==> src/rtl/ps2_pkg.sv <==
// rtl/ps2_pkg.sv - shared PS/2 constants, frame states and key-table entry type
package ps2_pkg;

    localparam logic [7:0] PS2_BREAK = 8'hF0;
    localparam logic [7:0] PS2_EXT   = 8'hE0;

    typedef enum logic [1:0] {
        ST_IDLE   = 2'd0,
        ST_DATA   = 2'd1,
        ST_PARITY = 2'd2,
        ST_STOP   = 2'd3
    } frame_state_t;

    typedef struct packed {
        logic       ext;
        logic [7:0] code;
    } key_entry_t;

endpackage

==> src/rtl/ps2_frame_rx.sv <==
// rtl/ps2_frame_rx.sv - PS/2 frame deserialiser (sync, edge detect, FSM, timeout); PS2_PARITY_CHECK_EN enables odd-parity check
module ps2_frame_rx
    import ps2_pkg::*;
#(
    parameter int TIMEOUT_CYCLES = 100000
) (
    input  logic       sys_clk,
    input  logic       async_rst,
    input  logic       ps2_clk,
    input  logic       ps2_data,
    output logic       byte_valid,
    output logic [7:0] data_byte,
    output logic       frame_err
);

    localparam int TW = $clog2(TIMEOUT_CYCLES + 1);

    logic [1:0]   clk_sync;
    logic         clk_prev;
    logic [1:0]   data_sync;
    logic         fe;
    logic         data_bit;

    frame_state_t state, state_n;
    logic [2:0]   bit_cnt, bit_cnt_n;
    logic [7:0]   shift, shift_n;
    logic [TW-1:0] to_cnt, to_cnt_n;
    logic         parity_bad;

`ifdef PS2_PARITY_CHECK_EN
    logic         par_bit, par_bit_n;
    // Odd parity: data plus parity bit must contain an odd number of ones.
    assign parity_bad = ~(^{shift, par_bit});
`else
    assign parity_bad = 1'b0;
`endif

    assign fe       = clk_prev & ~clk_sync[1];
    assign data_bit = data_sync[1];
    assign data_byte = shift;

    // Two-flop synchronisers plus one extra clock flop for falling-edge detection.
    always_ff @(posedge sys_clk or posedge async_rst) begin
        if (async_rst) begin
            clk_sync  <= 2'b00;
            clk_prev  <= 1'b0;
            data_sync <= 2'b00;
        end else begin
            clk_sync  <= {clk_sync[0], ps2_clk};
            clk_prev  <= clk_sync[1];
            data_sync <= {data_sync[0], ps2_data};
        end
    end

    // Frame state register, bit counter, shifter and timeout counter.
    always_ff @(posedge sys_clk or posedge async_rst) begin
        if (async_rst) begin
            state   <= ST_IDLE;
            bit_cnt <= 3'd0;
            shift   <= 8'h00;
            to_cnt  <= '0;
`ifdef PS2_PARITY_CHECK_EN
            par_bit <= 1'b0;
`endif
        end else begin
            state   <= state_n;
            bit_cnt <= bit_cnt_n;
            shift   <= shift_n;
            to_cnt  <= to_cnt_n;
`ifdef PS2_PARITY_CHECK_EN
            par_bit <= par_bit_n;
`endif
        end
    end

    // Next-state logic: all frame work on fe; an fe in the timeout cycle takes priority.
    always_comb begin
        state_n    = state;
        bit_cnt_n  = bit_cnt;
        shift_n    = shift;
        to_cnt_n   = to_cnt;
        byte_valid = 1'b0;
        frame_err  = 1'b0;
`ifdef PS2_PARITY_CHECK_EN
        par_bit_n  = par_bit;
`endif
        if (fe) begin
            to_cnt_n = '0;
            case (state)
                ST_IDLE: begin
                    if (!data_bit) begin
                        state_n   = ST_DATA;
                        bit_cnt_n = 3'd0;
                    end else begin
                        frame_err = 1'b1;
                    end
                end
                ST_DATA: begin
                    shift_n   = {data_bit, shift[7:1]};
                    bit_cnt_n = bit_cnt + 3'd1;
                    if (bit_cnt == 3'd7) begin
                        state_n = ST_PARITY;
                    end
                end
                ST_PARITY: begin
`ifdef PS2_PARITY_CHECK_EN
                    par_bit_n = data_bit;
`endif
                    state_n = ST_STOP;
                end
                ST_STOP: begin
                    state_n = ST_IDLE;
                    if (!data_bit || parity_bad) begin
                        frame_err = 1'b1;
                    end else begin
                        byte_valid = 1'b1;
                    end
                end
                default: state_n = ST_IDLE;
            endcase
        end else if (state == ST_IDLE) begin
            to_cnt_n = '0;
        end else if (to_cnt == TW'(TIMEOUT_CYCLES)) begin
            state_n   = ST_IDLE;
            to_cnt_n  = '0;
            frame_err = 1'b1;
        end else begin
            to_cnt_n = to_cnt + TW'(1);
        end
    end

endmodule

==> src/rtl/ps2_nkro_receiver.sv <==
// rtl/ps2_nkro_receiver.sv - PS/2 NKRO receiver top: prefix decoder and held-key table; PS2_PARITY_CHECK_EN passed to ps2_frame_rx
module ps2_nkro_receiver
    import ps2_pkg::*;
#(
    parameter int MAX_KEYS       = 4,
    parameter int TIMEOUT_CYCLES = 100000
) (
    input  logic                  sys_clk,
    input  logic                  async_rst,
    input  logic                  ps2_clk,
    input  logic                  ps2_data,
    output logic [MAX_KEYS*8-1:0] key_code,
    output logic [MAX_KEYS-1:0]   key_ext,
    output logic [MAX_KEYS-1:0]   key_valid,
    output logic                  event_valid,
    output logic [7:0]            event_code,
    output logic                  event_break,
    output logic                  event_ext,
    output logic                  overflow,
    output logic                  frame_err
);

    logic          rx_valid;
    logic [7:0]    rx_byte;
    logic          rx_err;

    logic          brk;
    logic          ext;
    key_entry_t    tbl [MAX_KEYS];
    logic [MAX_KEYS-1:0] valid;

    logic          is_event;
    key_entry_t    cur;
    logic [MAX_KEYS-1:0] hit_vec;
    logic [MAX_KEYS-1:0] free_oh;
    logic          any_hit;
    logic          any_free;

    ps2_frame_rx #(
        .TIMEOUT_CYCLES(TIMEOUT_CYCLES)
    ) u_rx (
        .sys_clk   (sys_clk),
        .async_rst (async_rst),
        .ps2_clk   (ps2_clk),
        .ps2_data  (ps2_data),
        .byte_valid(rx_valid),
        .data_byte (rx_byte),
        .frame_err (rx_err)
    );

    assign is_event = rx_valid && (rx_byte != PS2_BREAK) && (rx_byte != PS2_EXT);
    assign cur      = '{ext: ext, code: rx_byte};
    // Lowest clear bit of valid is the lowest-index free slot.
    assign free_oh  = ~valid & (valid + MAX_KEYS'(1));
    assign any_hit  = |hit_vec;
    assign any_free = |free_oh;

    // Full 9-bit {ext,code} match against occupied slots only.
    always_comb begin
        hit_vec = '0;
        for (int i = 0; i < MAX_KEYS; i++) begin
            hit_vec[i] = valid[i] && (tbl[i] == cur);
        end
    end

    // Flatten the table onto the output buses.
    always_comb begin
        key_code = '0;
        key_ext  = '0;
        for (int i = 0; i < MAX_KEYS; i++) begin
            key_code[8*i +: 8] = tbl[i].code;
            key_ext[i]         = tbl[i].ext;
        end
        key_valid = valid;
    end

    // Prefix decoder: F0/E0 set flags, any other byte emits an event and clears them.
    always_ff @(posedge sys_clk or posedge async_rst) begin
        if (async_rst) begin
            brk         <= 1'b0;
            ext         <= 1'b0;
            event_valid <= 1'b0;
            event_code  <= 8'h00;
            event_break <= 1'b0;
            event_ext   <= 1'b0;
            overflow    <= 1'b0;
            frame_err   <= 1'b0;
        end else begin
            event_valid <= 1'b0;
            overflow    <= 1'b0;
            frame_err   <= rx_err;
            if (rx_err) begin
                brk <= 1'b0;
                ext <= 1'b0;
            end else if (rx_valid) begin
                if (rx_byte == PS2_BREAK) begin
                    brk <= 1'b1;
                end else if (rx_byte == PS2_EXT) begin
                    ext <= 1'b1;
                end else begin
                    event_valid <= 1'b1;
                    event_code  <= rx_byte;
                    event_break <= brk;
                    event_ext   <= ext;
                    brk         <= 1'b0;
                    ext         <= 1'b0;
                    overflow    <= !brk && !any_hit && !any_free;
                end
            end
        end
    end

    // Key table: makes fill the lowest free slot, breaks clear only the valid bit.
    always_ff @(posedge sys_clk or posedge async_rst) begin
        if (async_rst) begin
            valid <= '0;
            for (int i = 0; i < MAX_KEYS; i++) begin
                tbl[i] <= '0;
            end
        end else if (is_event) begin
            for (int i = 0; i < MAX_KEYS; i++) begin
                if (!brk && !any_hit && free_oh[i]) begin
                    tbl[i]   <= cur;
                    valid[i] <= 1'b1;
                end
                if (brk && hit_vec[i]) begin
                    valid[i] <= 1'b0;
                end
            end
        end
    end

endmodule

==> config.mk <==
export PLATFORM = sky130hd
export DESIGN_NAME = ps2_nkro_receiver
export DESIGN_NICKNAME = d
export VERILOG_FILES = /design/src/rtl/ps2_pkg.sv /design/src/rtl/ps2_frame_rx.sv /design/src/rtl/ps2_nkro_receiver.sv
export SDC_FILE = /design/constraint.sdc
export NUM_CORES = 1
export LEC_CHECK = 0
export CORE_ASPECT_RATIO = 0.75
export CORE_MARGIN = 2
export CORE_UTILIZATION = 65
export DETAILED_ROUTE_END_ITERATION = 10
export DONT_BUFFER_PORTS = 1
export PLACE_DENSITY_LB_ADDON = 0.3
export SLEW_MARGIN = 40
export SYNTH_ARGS = -nofsm -noshare
export SYNTH_HDL_FRONTEND = slang
export SYNTH_SLANG_ARGS = --single-unit
==> constraint.sdc <==
create_clock -name sys_clk -period 5.39 [get_ports sys_clk]
set_input_delay 1.617 -clock sys_clk [delete_from_list [all_inputs] [get_ports sys_clk]]
set_output_delay 1.617 -clock sys_clk [all_outputs]
set_load 0.03 [all_outputs]
-- Yosys cells after proc, flatten, opt, wreduce, memory -nomap -nowiden
Cells that the tools add are included.
- input bits: 4
- flip-flop bits (word level): 90
- bits in latches: 0
- logic and storage cells: 141
- ROM bits: 0
- RAM bits: 0
- memories: 0
- add/sub/neg operators: 3
- shift-type cells: 0
- eq/ne operators: 18
- mux-type cells: 43
- multipliers: 0
- div/mod/pow operators: 0
- $lt $le $gt $ge: 0
- bitwise logic cells: 7
- reductions and logical operators: 43
- operators by type and width (kind ; count):
    $mux 17 ; 3
    $eq 9x9->1 ; 4
    $mux 1 ; 31
    $reduce_and 2->1 ; 11
    $add 17x1->17 const B ; 1
    $eq 17x17->1 const B ; 1
    $eq 8x8->1 const B ; 2
    $logic_and 1x1->1 ; 16
    $ne 8x8->1 const B ; 2
    $reduce_bool 2->1 ; 7
    $mux 2 ; 5
    $pmux 2 s4 ; 1
    $reduce_and 4->1 ; 2
    $reduce_or 4->1 ; 2
    $ne 3x3->1 const B ; 2
    $pmux 3 s2 ; 1
    $add 4x1->4 const B ; 1
    $and 4x4->4 ; 1
    $eq 2x2->1 const B ; 2
    $ne 2x2->1 const B ; 2
    $not 1->1 ; 4
    $not 4->4 ; 1
    $add 3x1->3 const B ; 1
    $eq 3x3->1 const B ; 1
    other kinds (8) ; 10

-- Depth between registers and ports, before layout
- word-level depth: 10
- gate-level depth with buffers: 9
- mapped depth without buffers: 8

-- By module
Synthesis repeated with hierarchy kept, for this count alone.
- cell total of the unflattened synthesis: 347
- area, all modules: 4327.9 sq um
- modules (own cells, without submodules) (module ; sequential area each (sq um) ; cells each ; area each (sq um) ; times used):
    ps2_nkro_receiver ; 1376.3 ; 198 ; 2656.3 ; 1
    ps2_frame_rx ; 875.8 ; 149 ; 1671.6 ; 1

-- Worst setup path before layout
Ideal clock, no wire load.
- path type: reg2reg
- from: reg u_rx.state[0]
- to: reg tbl (netlist bit key_code[10])
- slack: 3.002 ns
- data arrival time: 2.263 ns
- clock period less this slack: 2.388 ns
- data required time: 5.265 ns
- cell stages (with the launch flop): 10
- cells stage by stage: dfrtp_1 > ha_1 > nand4b_1 > a21oi_2 > o311ai_1 > or4_1 > buf_6 > or3_1 > buf_6 > mux2_4
- longest elaborated chain between the ends: 6
- RTL lines (what ; line ; source):
    start, declared ; ps2_frame_rx.sv:24 ; frame_state_t state, state_n;
    start signal, assigned ; ps2_frame_rx.sv:66 ; state <= state_n;
    $eq 2x2->1 ; ps2_frame_rx.sv:89 ; case (state)
    $mux 1 ; ps2_frame_rx.sv:89 ;
    $mux 1 ; ps2_frame_rx.sv:87 ; if (fe) begin
    $logic_and 1x1->1 (2 in series) ; ps2_nkro_receiver.sv:51 ; assign is_event = rx_valid && (rx_byte != PS2_BREAK) && (rx_byte != PS2_EXT);
    $reduce_and 2->1 (no line) ; n/a ;
    end signal, assigned by index ; ps2_nkro_receiver.sv:123 ; tbl[i] <= cur;
    end, declared ; ps2_nkro_receiver.sv:29 ; key_entry_t tbl [MAX_KEYS];
No other way between the ends.
A chain may end at the register's enable or synchronous reset.

-- Worst setup path in the final report
- from: reg u_rx.shift[3], in the netlist u_rx.data_byte[3]
- to: reg tbl (netlist bit key_code[15])
- longest elaborated chain between the ends: 7
- RTL lines (what ; line ; source):
    start, declared ; ps2_frame_rx.sv:26 ; logic [7:0] shift, shift_n;
    start signal, assigned ; ps2_frame_rx.sv:68 ; shift <= shift_n;
    $eq 9x9->1 ; ps2_nkro_receiver.sv:62 ; hit_vec[i] = valid[i] && (tbl[i] == cur);
    $logic_and 1x1->1 ; ps2_nkro_receiver.sv:62 ;
    $reduce_or 4->1 ; ps2_nkro_receiver.sv:55 ; assign any_hit = |hit_vec;
    $logic_not 1->1 ; ps2_nkro_receiver.sv:122 ; if (!brk && !any_hit && free_oh[i]) begin
    $logic_and 1x1->1 (2 in series) ; ps2_nkro_receiver.sv:122 ;
    $reduce_and 2->1 (no line) (*) ; n/a ;
Every way passes the cells marked *; elsewhere a longest branch is shown, timed or not.

==> impl_metrics.tcl <==
set metrics [dict create \
    start_kind "register" \
    synth_area_leader_cell "dfrtp_1" \
    seqCellArea_um2 2250 \
    clockBufferDepth 2 \
    cts_tree "built" \
    critPathRequiredTime_ns 5.64 \
    synth.most_common_cell "dfrtp_1" \
    leakage_nw 2.02 \
    insertion_delay_ns 0.36 \
    synth_xor_area_share_pct 10.1 \
    multi_input_area_um2 1850 \
    antenna_cells 0 \
    maxCapViolCount 0 \
    synthCells 343 \
    synth_common_cells "dfrtp_1, mux2_2, xnor2_1" \
    grt_util_met2_pct 38.7 \
    synth_fa_ha_area_share_pct 2.35 \
    grt_pass1_wl_um 13500 \
    r2r_cells 6 \
    cts.reportedPaths.clkPinSlew_ns 0.08 \
    grt_setup_unrepaired "false" \
    async_reset_ff_share_pct 100 \
    crit_type "reg -> reg" \
    p_per_area_nw_per_um2 354 \
    reg2reg_to "key_code[15]$_DFFE_PP0P_" \
    seq_area_frac_synth_pct 52.9 \
    regToRegSetupSlack_ns 2.38 \
    synth_seq_cells 90 \
    synth_ff_type "dfrtp_1" \
    met1_usage_pct 32.8 \
    dr_total_vias 2558 \
    hold_viol_final 0 \
    yosys-top-cells-area "dfrtp_1, mux2_2, xnor2_1" \
    startpoint "u_rx.data_byte[3]$_DFFE_PP0P_" \
    drc 0 \
    rows 25 \
    core_area_um2 6320 \
    dr.pass1.iters 4 \
    io_buffers 0 \
    numCtsBuffers 9 \
    antenna_left 0 \
    routed_wl_um 8380 \
    relSlewSlack_pct 48.5 \
    fin_crit_sh_pct 55.8 \
    area_growth_pct 5.17 \
    drt-initial-drc-count 204 \
    grtUsageMet3_pct 8.27 \
    wl_per_cell_um 19.7 \
    synth-compound-area-share_pct 3.85 \
    yosys.area.top_type_share_pct 52.9 \
    r2r_start "u_rx.data_byte[3]$_DFFE_PP0P_" \
    synthDistinctLibCells 44 \
    track_usage_pct 24.5 \
    cts_max_level 3 \
    period_needed_ns 3.01 \
    antenna_found_initial 0 \
    max_freq_mhz 332 \
    fin_hold_ws_ns 0.363 \
    fin_tns_setup_ns 0 \
    synthMuxAreaShare_pct 15.5 \
    syn_area_per_cell_um2 12.4 \
    status "complete, no violations" \
    syn-cell-area_um2 4260 \
    worst_pin_slew_ns 0.771 \
    synth_top_family_by_area "multiplexers" \
    die-area_um2 7220 \
    dieWidth_um 97.5 \
    grt_pass1_vias 2564 \
    synth-simple-area-share_pct 11.5 \
    cpPeakStageDelay_ns 0.64 \
    ioPinCount 57 \
    worst-path-max-fanout 12 \
    initial_utilization_pct 67.4 \
    synth_edf_count 0 \
    dp_hpwl_um 5810 \
    post-cts-setup-buffers 0 \
    dieHeight_um 74.1 \
    slowest_stage "or3_1" \
    cts_hold_buf 0 \
    synthesis.nets 355 \
    finalSetupViolations 0 \
    clock_skew_ns 0.0142 \
    drt-vias-per-instance 6.00 \
    cp-end-kind "register" \
    fillers 439 \
    grt_busiest_layer "met2" \
    setup.worst_path.end "key_code[15]$_DFFE_PP0P_" \
    cts-root-buf "clkbuf_8" \
    cp_data_arrival_time_ns 3.25 \
    hp-class "reg -> reg" \
    nets 352 \
    cts-resized-gates 0 \
    cts_sinks 90 \
    drive_gt1_share_pct 22.9 \
    ir_drop_mv 0.171 \
    ys_warn_count 0 \
    gp_congestion 0.903 \
    grt_start_max_net_pins 60 \
    maxSlewViolCount 0 \
    grt.overflow.total 0 \
    cp_cell_sequence "and4b_1, a21oi_2, o311ai_1, or4_1, or3_1, mux2_4" \
]
==> area by class of cell <==
| cell class | instances | area share, % |
|---|---|---|
| Inverter | 12 | 1.12 |
| Sequential cell | 90 | 50.3 |
| Clock buffer | 9 | 2.76 |
| Clock inverter | 7 | 2.21 |
| Multi-Input combinational cell | 226 | 41.2 |
| Timing Repair Buffer | 1 | 0.168 |
| Tap cell | 81 | 2.26 |
==> power by group <==
part	total [mW]	internal, mW	switching (mW)
logic	0.255	0.117	0.139
registers	0.825	0.717	0.108
clock network	0.505	0.266	0.239
total	1.59	1.10	0.486
==> critical path, delay by kind of cell, from the launching register on <==
kind	cells	cell delay [ns]
simple gates	3	1.52
flops	1	0.62
mux	1	0.39
compound gates	2	0.37
==> cells in the final DEF (no fill, tap or decap), types with 2 or more instances in the layout <==
master / n
a21oi_1: 2
a22o_1: 3
a31oi_1: 2
and2_1: 2
bufinv_16: 2
clkbuf_8: 9
clkinv_2: 2
dfrtp_1: 90
ha_1: 8
inv_1: 11
inv_6: 2
mux2_2: 45
mux2_4: 9
mux2i_1: 2
nand2_1: 13
nand2b_1: 3
nand3_1: 9
nand4_1: 11
nand4b_1: 3
nor2_1: 24
nor3_1: 5
nor3_4: 2
nor4_1: 4
o21ai_0: 7
o22ai_1: 2
or3_1: 3
or4_1: 2
xnor2_1: 38
xor2_1: 11
==> worst min path at each step <==
stage | to | cells past startpoint | from
CTS | u_rx.clk_sync[1]$_DFF_PP0_ | 0 | u_rx.clk_sync[0]$_DFF_PP0_
global route | u_rx.clk_sync[1]$_DFF_PP0_ | 0 | u_rx.clk_sync[0]$_DFF_PP0_
detailed placement | u_rx.clk_sync[1]$_DFF_PP0_ | 0 | u_rx.clk_sync[0]$_DFF_PP0_
finish | u_rx.clk_sync[1]$_DFF_PP0_ | 0 | u_rx.clk_sync[0]$_DFF_PP0_
global placement | u_rx.clk_sync[1]$_DFF_PP0_ | 0 | u_rx.clk_sync[0]$_DFF_PP0_
floorplan | u_rx.clk_sync[1]$_DFF_PP0_ | 0 | u_rx.clk_sync[0]$_DFF_PP0_
==> cells by family (layout without fill, tap and decap cells) <==
family | Yosys count | in the layout
flops | 90 | 90
simple gates | 89 | 89
mux | 56 | 56
xor+xnor | 49 | 49
buf+inv | 27 | 29
compound gates | 24 | 24
fa+ha+maj | 8 | 8
==> through the flow <==
stage                     setup slack, ns  utilization, %  power [mW]  area, µm²  cells
after global routing                 2.24            70.9        1.67       4480    426
after floorplan                      1.44               -        1.05       4260    343
after detailed placement             2.44            67.4        1.09       4260    410
final                                2.38            70.9        1.59       4480    426
after CTS                            2.41            70.9        1.60       4480    426
after global placement               2.56            67.3        1.08       4250    410
==> registers in the layout, summed over array words and instances, names as in the netlist, 2 cells and up <==
register / cells
event_code: 8
key_code: 32
key_ext: 4
key_valid: 4
u_rx.bit_cnt: 3
u_rx.clk_sync: 2
u_rx.data_byte: 8
u_rx.data_sync: 2
u_rx.state: 2
u_rx.to_cnt: 17
==> metal layers <==
| layer | part of all wire, % | routed length (µm) |
|---|---|---|
| met4 | 2.1 | 177 |
| met3 | 7.0 | 585 |
| met1 | 44 | 3650 |
| met2 | 47 | 3960 |
| met5 | 0 | 0 |
Note: power is estimated with default switching activity, not from simulation.
